[src/rtl/uart_pkg.sv]
// Shared UART definitions: receiver FSM encoding and constants common to the
// receiver and transmitter.
package uart_pkg;

   localparam int UART_DATA_BITS    = 8;
   localparam int UART_DEFAULT_BAUD = 9600;

   typedef enum logic [2:0] {
      IDLE      = 3'd0,
      START     = 3'd1,
      DATA      = 3'd2,
      STOP      = 3'd3,
      WAIT_HIGH = 3'd4
   } uart_rx_state_t;

endpackage

[src/rtl/uart_rx_fifo.sv]
// First-word-fall-through receive buffer. A push while full is accepted only
// when a pop frees a slot on the same edge; the head reads as zero when empty.
module uart_rx_fifo #(
   parameter int WIDTH = 8,
   parameter int DEPTH = 4
) (
   input  logic             i_clk,
   input  logic             i_rst_n,
   input  logic             i_push,
   input  logic [WIDTH-1:0] i_data,
   input  logic             i_pop,
   output logic [WIDTH-1:0] o_dout,
   output logic             o_empty,
   output logic             o_full
);

   localparam int AW = $clog2(DEPTH);

   logic [WIDTH-1:0] r_mem [DEPTH];
   logic [AW:0]      r_wptr;
   logic [AW:0]      r_rptr;
   logic             w_do_push;
   logic             w_do_pop;

   // Extra pointer MSB distinguishes full from empty when the indices match.
   assign o_empty   = (r_wptr == r_rptr);
   assign o_full    = (r_wptr[AW] != r_rptr[AW]) && (r_wptr[AW-1:0] == r_rptr[AW-1:0]);
   assign w_do_pop  = i_pop && !o_empty;
   assign w_do_push = i_push && (!o_full || w_do_pop);
   assign o_dout    = o_empty ? '0 : r_mem[r_rptr[AW-1:0]];

   always_ff @(posedge i_clk or negedge i_rst_n) begin
      if (!i_rst_n) begin
         r_wptr <= '0;
         r_rptr <= '0;
      end else begin
         if (w_do_push) r_wptr <= r_wptr + 1'b1;
         if (w_do_pop)  r_rptr <= r_rptr + 1'b1;
      end
   end

   always_ff @(posedge i_clk) begin
      if (w_do_push) r_mem[r_wptr[AW-1:0]] <= i_data;
   end

endmodule

[src/rtl/uart_rx.sv]
// 8N1 UART receiver: synchronizer, mid-bit sampling FSM and a small FWFT
// buffer presented on a valid/ready handshake, with framing/overrun pulses.
module uart_rx
   import uart_pkg::*;
#(
   parameter int CLK_FREQ   = 50000000,
   parameter int BAUD_RATE  = UART_DEFAULT_BAUD,
   parameter int FIFO_DEPTH = 4
) (
   input  logic       sys_clk,
   input  logic       sys_resetn,
   input  logic       rx,
   output logic [7:0] rx_data,
   output logic       rx_valid,
   input  logic       rx_ready,
   output logic       frame_err,
   output logic       overrun,
   output logic       busy
);

   localparam int CLKS_PER_BIT = CLK_FREQ / BAUD_RATE;
   localparam int HALF_BIT     = CLKS_PER_BIT / 2;
   localparam int CW           = $clog2(CLKS_PER_BIT);
   localparam logic [CW-1:0] LAST_CNT = CW'(CLKS_PER_BIT - 1);
   localparam logic [CW-1:0] HALF_CNT = CW'(HALF_BIT - 1);

   uart_rx_state_t            r_state;
   logic                      r_rx_meta;
   logic                      r_rx_s;
   logic [CW-1:0]             r_cnt;
   logic [2:0]                r_idx;
   logic [UART_DATA_BITS-1:0] r_shift;
   logic [UART_DATA_BITS-1:0] r_push_data;
   logic                      r_push;
   logic                      r_frame_err;
   logic                      w_bit_end;
   logic                      w_empty;
   logic                      w_full;
   logic                      w_pop;

   assign w_bit_end = (r_cnt == LAST_CNT);

   always_ff @(posedge sys_clk or negedge sys_resetn) begin
      if (!sys_resetn) begin
         r_rx_meta <= 1'b1;
         r_rx_s    <= 1'b1;
      end else begin
         r_rx_meta <= rx;
         r_rx_s    <= r_rx_meta;
      end
   end

   always_ff @(posedge sys_clk or negedge sys_resetn) begin
      if (!sys_resetn) begin
         r_state     <= IDLE;
         r_cnt       <= '0;
         r_idx       <= '0;
         r_push      <= 1'b0;
         r_frame_err <= 1'b0;
      end else begin
         r_push      <= 1'b0;
         r_frame_err <= 1'b0;
         case (r_state)
            IDLE: begin
               if (!r_rx_s) begin
                  r_cnt   <= '0;
                  r_state <= START;
               end
            end
            START: begin
               // A start bit that is high again at mid-bit is treated as a glitch.
               if (r_cnt == HALF_CNT) begin
                  if (r_rx_s) begin
                     r_state <= IDLE;
                  end else begin
                     r_cnt   <= '0;
                     r_idx   <= '0;
                     r_state <= DATA;
                  end
               end else begin
                  r_cnt <= r_cnt + 1'b1;
               end
            end
            DATA: begin
               if (w_bit_end) begin
                  r_cnt <= '0;
                  r_idx <= r_idx + 3'd1;
                  if (r_idx == 3'd7) r_state <= STOP;
               end else begin
                  r_cnt <= r_cnt + 1'b1;
               end
            end
            STOP: begin
               if (w_bit_end) begin
                  r_cnt <= '0;
                  if (r_rx_s) begin
                     r_push  <= 1'b1;
                     r_state <= IDLE;
                  end else begin
                     r_frame_err <= 1'b1;
                     r_state     <= WAIT_HIGH;
                  end
               end else begin
                  r_cnt <= r_cnt + 1'b1;
               end
            end
            WAIT_HIGH: begin
               if (r_rx_s) r_state <= IDLE;
            end
            default: r_state <= IDLE;
         endcase
      end
   end

   always_ff @(posedge sys_clk) begin
      if (r_state == DATA && w_bit_end) r_shift <= {r_rx_s, r_shift[UART_DATA_BITS-1:1]};
      if (r_state == STOP && w_bit_end) r_push_data <= r_shift;
   end

   uart_rx_fifo #(
      .WIDTH(UART_DATA_BITS),
      .DEPTH(FIFO_DEPTH)
   ) u_fifo (
      .i_clk  (sys_clk),
      .i_rst_n(sys_resetn),
      .i_push (r_push),
      .i_data (r_push_data),
      .i_pop  (w_pop),
      .o_dout (rx_data),
      .o_empty(w_empty),
      .o_full (w_full)
   );

   // Overrun is flagged in the push cycle itself, so a same-cycle pop rescues the byte.
   assign w_pop     = rx_valid && rx_ready;
   assign rx_valid  = !w_empty;
   assign overrun   = r_push && w_full && !w_pop;
   assign frame_err = r_frame_err;
   assign busy      = (r_state != IDLE);

endmodule

[config.mk]
export PLATFORM = sky130hd
export DESIGN_NAME = uart_rx
export DESIGN_NICKNAME = d
export VERILOG_FILES = /design/src/rtl/uart_pkg.sv /design/src/rtl/uart_rx_fifo.sv /design/src/rtl/uart_rx.sv
export SDC_FILE = /design/constraint.sdc
export NUM_CORES = 1
export LEC_CHECK = 0
export ABC_AREA = 1
export CAP_MARGIN = 10
export CORE_MARGIN = 5
export CORE_UTILIZATION = 54
export DETAILED_ROUTE_END_ITERATION = 6
export GPL_ROUTABILITY_DRIVEN = 0
export PLACE_DENSITY = 0.75
export SYNTH_ARGS = -nofsm -noshare
export SYNTH_HDL_FRONTEND = slang
export SYNTH_SLANG_ARGS = --single-unit
export TNS_END_PERCENT = 30
[constraint.sdc]
create_clock -name sys_clk -period 1.8 [get_ports sys_clk]
set_input_delay 0.45 -clock sys_clk [delete_from_list [all_inputs] [get_ports sys_clk]]
set_output_delay 0.45 -clock sys_clk [all_outputs]
set_load 0.1 [all_outputs]
==> impl_results.html <==
<table>
<tr><th>Metric</th><th>Value</th></tr>
<tr><th colspan="2">Outcome</th></tr>
<tr><td>Run status</td><td>finished, violations left</td></tr>
<tr><td>Failing checks</td><td>negative setup slack</td></tr>
<tr><th colspan="2">Global route</th></tr>
<tr><td>Number of global-route vias before repair</td><td>2566</td></tr>
<tr><td>Pin count of the biggest net entering global routing</td><td>30</td></tr>
<tr><td>Antenna violations before repair</td><td>0</td></tr>
<tr><td>Aggregate global routing overflow</td><td>0</td></tr>
<tr><td>GR Util All Layers</td><td>17.77%</td></tr>
<tr><td>First-pass GRT wire length</td><td>11620 microns</td></tr>
<tr><th colspan="2">Finish</th></tr>
<tr><td>Non-filler instance count after layout</td><td>501</td></tr>
<tr><td>Total number of nets in the final design</td><td>431</td></tr>
<tr><td>Share of layout cells above drive strength 1</td><td>27.59%</td></tr>
<tr><td>Antenna Diode Count</td><td>0</td></tr>
<tr><td>Commonest cells after routing, fill and taps aside</td><td>nand2_1 (90), edfxtp_1 (48), nor2_1 (45)</td></tr>
<tr><td>Post-layout util</td><td>72.00%</td></tr>
<tr><td>Leading cell type in the layout, fill and taps excluded</td><td>nand2_1</td></tr>
<tr><td>Area Overhead vs Synth</td><td>28.87%</td></tr>
<tr><td>Fill cell total of the finished layout</td><td>434</td></tr>
<tr><th colspan="2">Clock tree</th></tr>
<tr><td>H-tree depth reported by CTS</td><td>3</td></tr>
<tr><td>Number of buffers inserted during clock tree synthesis</td><td>9</td></tr>
<tr><td>Number of buffers on the longest clock path</td><td>2</td></tr>
<tr><td>Cell at the root of the clock tree</td><td>clkbuf_8</td></tr>
<tr><td>CTS clock-pin slew for the worst setup and hold paths</td><td>0.08 ns</td></tr>
<tr><td>Clk Latency, worst-skew pair</td><td>0.35 ns</td></tr>
<tr><td>Hold_buf cts</td><td>0</td></tr>
<tr><td>TritonCTS clock tree</td><td>built</td></tr>
<tr><td>Clock net sink count</td><td>77</td></tr>
<tr><th colspan="2">Pwr</th></tr>
<tr><td>Cell-internal power</td><td>2.404 mW</td></tr>
<tr><td>Sequential Power Share</td><td>60.1%</td></tr>
<tr><td>P per Cell Area</td><td>671.1 nW/um^2</td></tr>
<tr><td>Final Total Pwr</td><td>3.104 mW</td></tr>
<tr><td>Combinational cell fraction of total power</td><td>1.0%</td></tr>
<tr><td>Peak ir drop on the vdd network</td><td>0.0006256 V</td></tr>
<tr><td>Leakage</td><td>1.989 nW</td></tr>
<tr><td>Net switching component of the power</td><td>0.6996 mW</td></tr>
<tr><td>Switch share</td><td>22.54%</td></tr>
<tr><td>Fraction of power consumed by the clock network</td><td>38.8%</td></tr>
<tr><th colspan="2">Timing</th></tr>
<tr><td>Fmax</td><td>0.4358 GHz</td></tr>
<tr><td>Slew at the pin with the worst max-slew slack</td><td>0.3108 ns</td></tr>
<tr><td>Hold_ws</td><td>0.3582 ns</td></tr>
<tr><td>Final Skew</td><td>0.01075 ns</td></tr>
<tr><td>Shortest clock period the worst path allows after layout</td><td>2.295 ns</td></tr>
<tr><td>Final total negative setup slack</td><td>-4.502 ns</td></tr>
<tr><td>Post-route worst setup slack</td><td>-0.4949 ns</td></tr>
<tr><td>Slew Limit Fails</td><td>0</td></tr>
<tr><td>Tightest slew margin relative to the limit</td><td>79.20%</td></tr>
<tr><td>Final Hold Vio Count</td><td>0</td></tr>
<tr><td>Period utilisation layout</td><td>127.5%</td></tr>
<tr><td>Count of endpoints failing setup in the final report</td><td>10</td></tr>
<tr><td>Setup repair after global routing missed its margin</td><td>true</td></tr>
<tr><th colspan="2">Worst setup path</th></tr>
<tr><td>Element type at the critical path end</td><td>output port</td></tr>
<tr><td>Kind of start point of the critical path</td><td>flop</td></tr>
<tr><td>Maximum fanout along the worst path</td><td>16</td></tr>
<tr><td>Worst EP arrival</td><td>1.84 ns</td></tr>
<tr><td>Worst Setup Path Type</td><td>flop to output port</td></tr>
<tr><td>Worst path required time</td><td>1.35 ns</td></tr>
<tr><th colspan="2">Floorplan</th></tr>
<tr><td>Width of the chip</td><td>91.52 microns</td></tr>
<tr><td>Top-Level Pins</td><td>16</td></tr>
<tr><td>Placement row count</td><td>29</td></tr>
<tr><td>Area of the die</td><td>8376 sq um</td></tr>
<tr><td>Area of the core</td><td>6422 sq um</td></tr>
<tr><td>Die outline height</td><td>91.52 microns</td></tr>
<tr><td>Initial cell density of the core</td><td>55.87%</td></tr>
<tr><th colspan="2">Synth</th></tr>
<tr><td>Number of warnings printed during yosys synthesis</td><td>0</td></tr>
<tr><td>Cell Area, Synth</td><td>3588 sq um</td></tr>
<tr><td>Number of different library cells in the post-synthesis netlist</td><td>32</td></tr>
<tr><td>Number of synthesized register bits</td><td>77</td></tr>
<tr><td>Nets in the synthesized netlist</td><td>380</td></tr>
<tr><td>Register area share after synthesis</td><td>60.46%</td></tr>
<tr><td>Mapped Avg Cell Area</td><td>9.751 sq um</td></tr>
<tr><td>Cell count after synthesis</td><td>368</td></tr>
<tr><th colspan="2">Drt</th></tr>
<tr><td>Routed wirelength normalized by instance count</td><td>14.11 microns</td></tr>
<tr><td>Post-detailed-route count of antenna-violating nets</td><td>0</td></tr>
<tr><td>Number of remaining DRC errors</td><td>0</td></tr>
<tr><td>Routed wire length</td><td>7067 microns</td></tr>
<tr><td>Starting DRT DRC Count</td><td>171</td></tr>
<tr><td>Vias post-DR</td><td>2641</td></tr>
<tr><td>Via density per instance</td><td>5.271</td></tr>
<tr><td>Number of detailed-routing iterations run before antenna repair</td><td>4</td></tr>
<tr><th colspan="2">Place</th></tr>
<tr><td>Final HPWL DP</td><td>4585 microns</td></tr>
<tr><td>Count of buffers inserted at the top-level ports</td><td>15</td></tr>
<tr><td>Inst Count DP</td><td>483</td></tr>
<tr><th colspan="2">Flow run</th></tr>
<tr><td>Max-capacitance violation count</td><td>0</td></tr>
<tr><th colspan="2">Hold path</th></tr>
<tr><td>Worst min-delay path category</td><td>flop to flop</td></tr>
</table>
-- critical path, stage by stage, from the launching register on --
cell and delay [ns]:
dfrtp_2 0.49, inv_8 0.09, buf_4 0.15, nor2_1 0.16, o32ai_2 0.12, buf_4 0.15, nand2_4 0.07, clkinvlp_4 0.09
buf_12 0.17
-- worst paths after layout --
kind | from | slack, ns | end | cells past startpoint
worst max-delay path | u_fifo.r_rptr[0] | -0.49 | rx_data[2] | 8
worst min-delay path | r_rx_meta | 0.36 | r_rx_s | 0
worst max register to register | u_fifo.r_rptr[0] | 0.07 | u_fifo.r_mem[2][7] | 7
max in group asynchronous | sys_resetn | 1.11 | r_rx_s | 2
worst min register to register | r_rx_meta | 0.36 | r_rx_s | 0
min in group asynchronous | sys_resetn | 0.45 | u_fifo.r_rptr[2] | 2
-- registers in the layout, indices dropped and copies added (netlist names) --
register,count
u_fifo.r_rptr,3
r_rx_s,1
r_idx,3
r_shift,8
r_state,3
u_fifo.r_mem,32
u_fifo.r_wptr,3
r_push_data,8
r_cnt,13
frame_err,1
r_push,1
r_rx_meta,1
-- power by group through the flow --
stage / Sequential (mW) / Clock [mW] / Combinational (mW)
after floorplan: 1.90 / 0 / 0.00528
after global placement: 1.91 / 0 / 0.0340
after detailed placement: 1.91 / 0 / 0.0339
after CTS: 1.87 / 1.24 / 0.0341
after global routing: 1.87 / 1.33 / 0.0379
final: 1.87 / 1.20 / 0.0325
-- logic make-up (layout without fill, tap and decap cells) --
logic type / after synthesis / after routing / synth area share [%]
compound gates: 26 / 26 / 5.056
flops: 77 / 77 / 60.46
buf+inv: 46 / 102 / 5.614
xor+xnor: 7 / 7 / 1.709
fa+ha+maj: 8 / 8 / 2.790
simple gates: 204 / 204 / 24.37
-- what timing repair did --
action                                 4_1_cts  5_1_grt
setup buffers                                2        0
resized for setup                           11       23
endpoints found under the hold margin        0        0
setup endpoints to repair                   11       31
pin swaps                                    1        5
-- metal layers --
| layer | global-route usage [%] | part of all wire [%] | wire length, microns | up-vias |
|---|---|---|---|---|
| met2 | 27.63 | 48 | 3427 | 69 |
| met1 | 22.48 | 45 | 3150 | 1248 |
| met3 | 5.620 | 5.6 | 393 | 10 |
| met4 | 8.794 | 1.4 | 96 | 0 |
| li1 | - | - | - | 1314 |
| met5 | 0 | 0 | 0 | - |
-- synthesized netlist by cell type --
library cell / count / area, sq um
o21ai_1: 1 / 5.000
clkinv_1: 1 / 3.750
nand2_2: 7 / 43.79
nor2_4: 1 / 11.26
o32ai_1: 8 / 70.07
clkbuf_1: 3 / 11.26
ha_1: 8 / 100.1
inv_1: 34 / 127.6
nand3_2: 1 / 10.01
nor2_1: 52 / 195.2
buf_6: 3 / 33.78
xnor2_1: 3 / 26.28
o21ai_0: 11 / 55.05
dfrtp_1: 27 / 675.7
o21ai_4: 1 / 16.27
inv_2: 2 / 7.510
a21oi_2: 1 / 8.760
nor2_2: 4 / 25.02
a21oi_1: 1 / 5.000
nor3_2: 1 / 10.01
a31oi_1: 1 / 6.260
xor2_1: 4 / 35.03
or2_0: 1 / 6.260
buf_4: 1 / 7.510
edfxtp_1: 48 / 1441
nand2_1: 99 / 371.6
nand3_1: 31 / 155.2
nand3b_1: 2 / 15.01
dfstp_2: 2 / 52.55
o211ai_1: 2 / 15.01
nand4_1: 5 / 31.28
buf_2: 2 / 10.01
-- stage by stage --
stage	worst slack [ns]	instance area, sq um
3_3_place_gp	-0.1759	4289
6_report	-0.4949	4624
4_1_cts	-0.4520	4526
2_1_floorplan	-0.2743	3724
5_1_grt	-0.5739	4624
3_5_place_dp	-0.1872	4289
-- layout make-up --
| cell class | count | area (sq um) | share of cell area, % |
|---|---|---|---|
| repair buffers | 49 | 561.8 | 12.15 |
| flip-flops and latches | 77 | 2171 | 46.94 |
| clock buffers | 9 | 123.9 | 2.679 |
| well taps | 77 | 96.34 | 2.083 |
| multi-input cells | 245 | 1433 | 30.98 |
| inverters | 37 | 176.4 | 3.815 |
| clock inverters | 7 | 62.56 | 1.353 |
(Power assumes the default switching activity.)
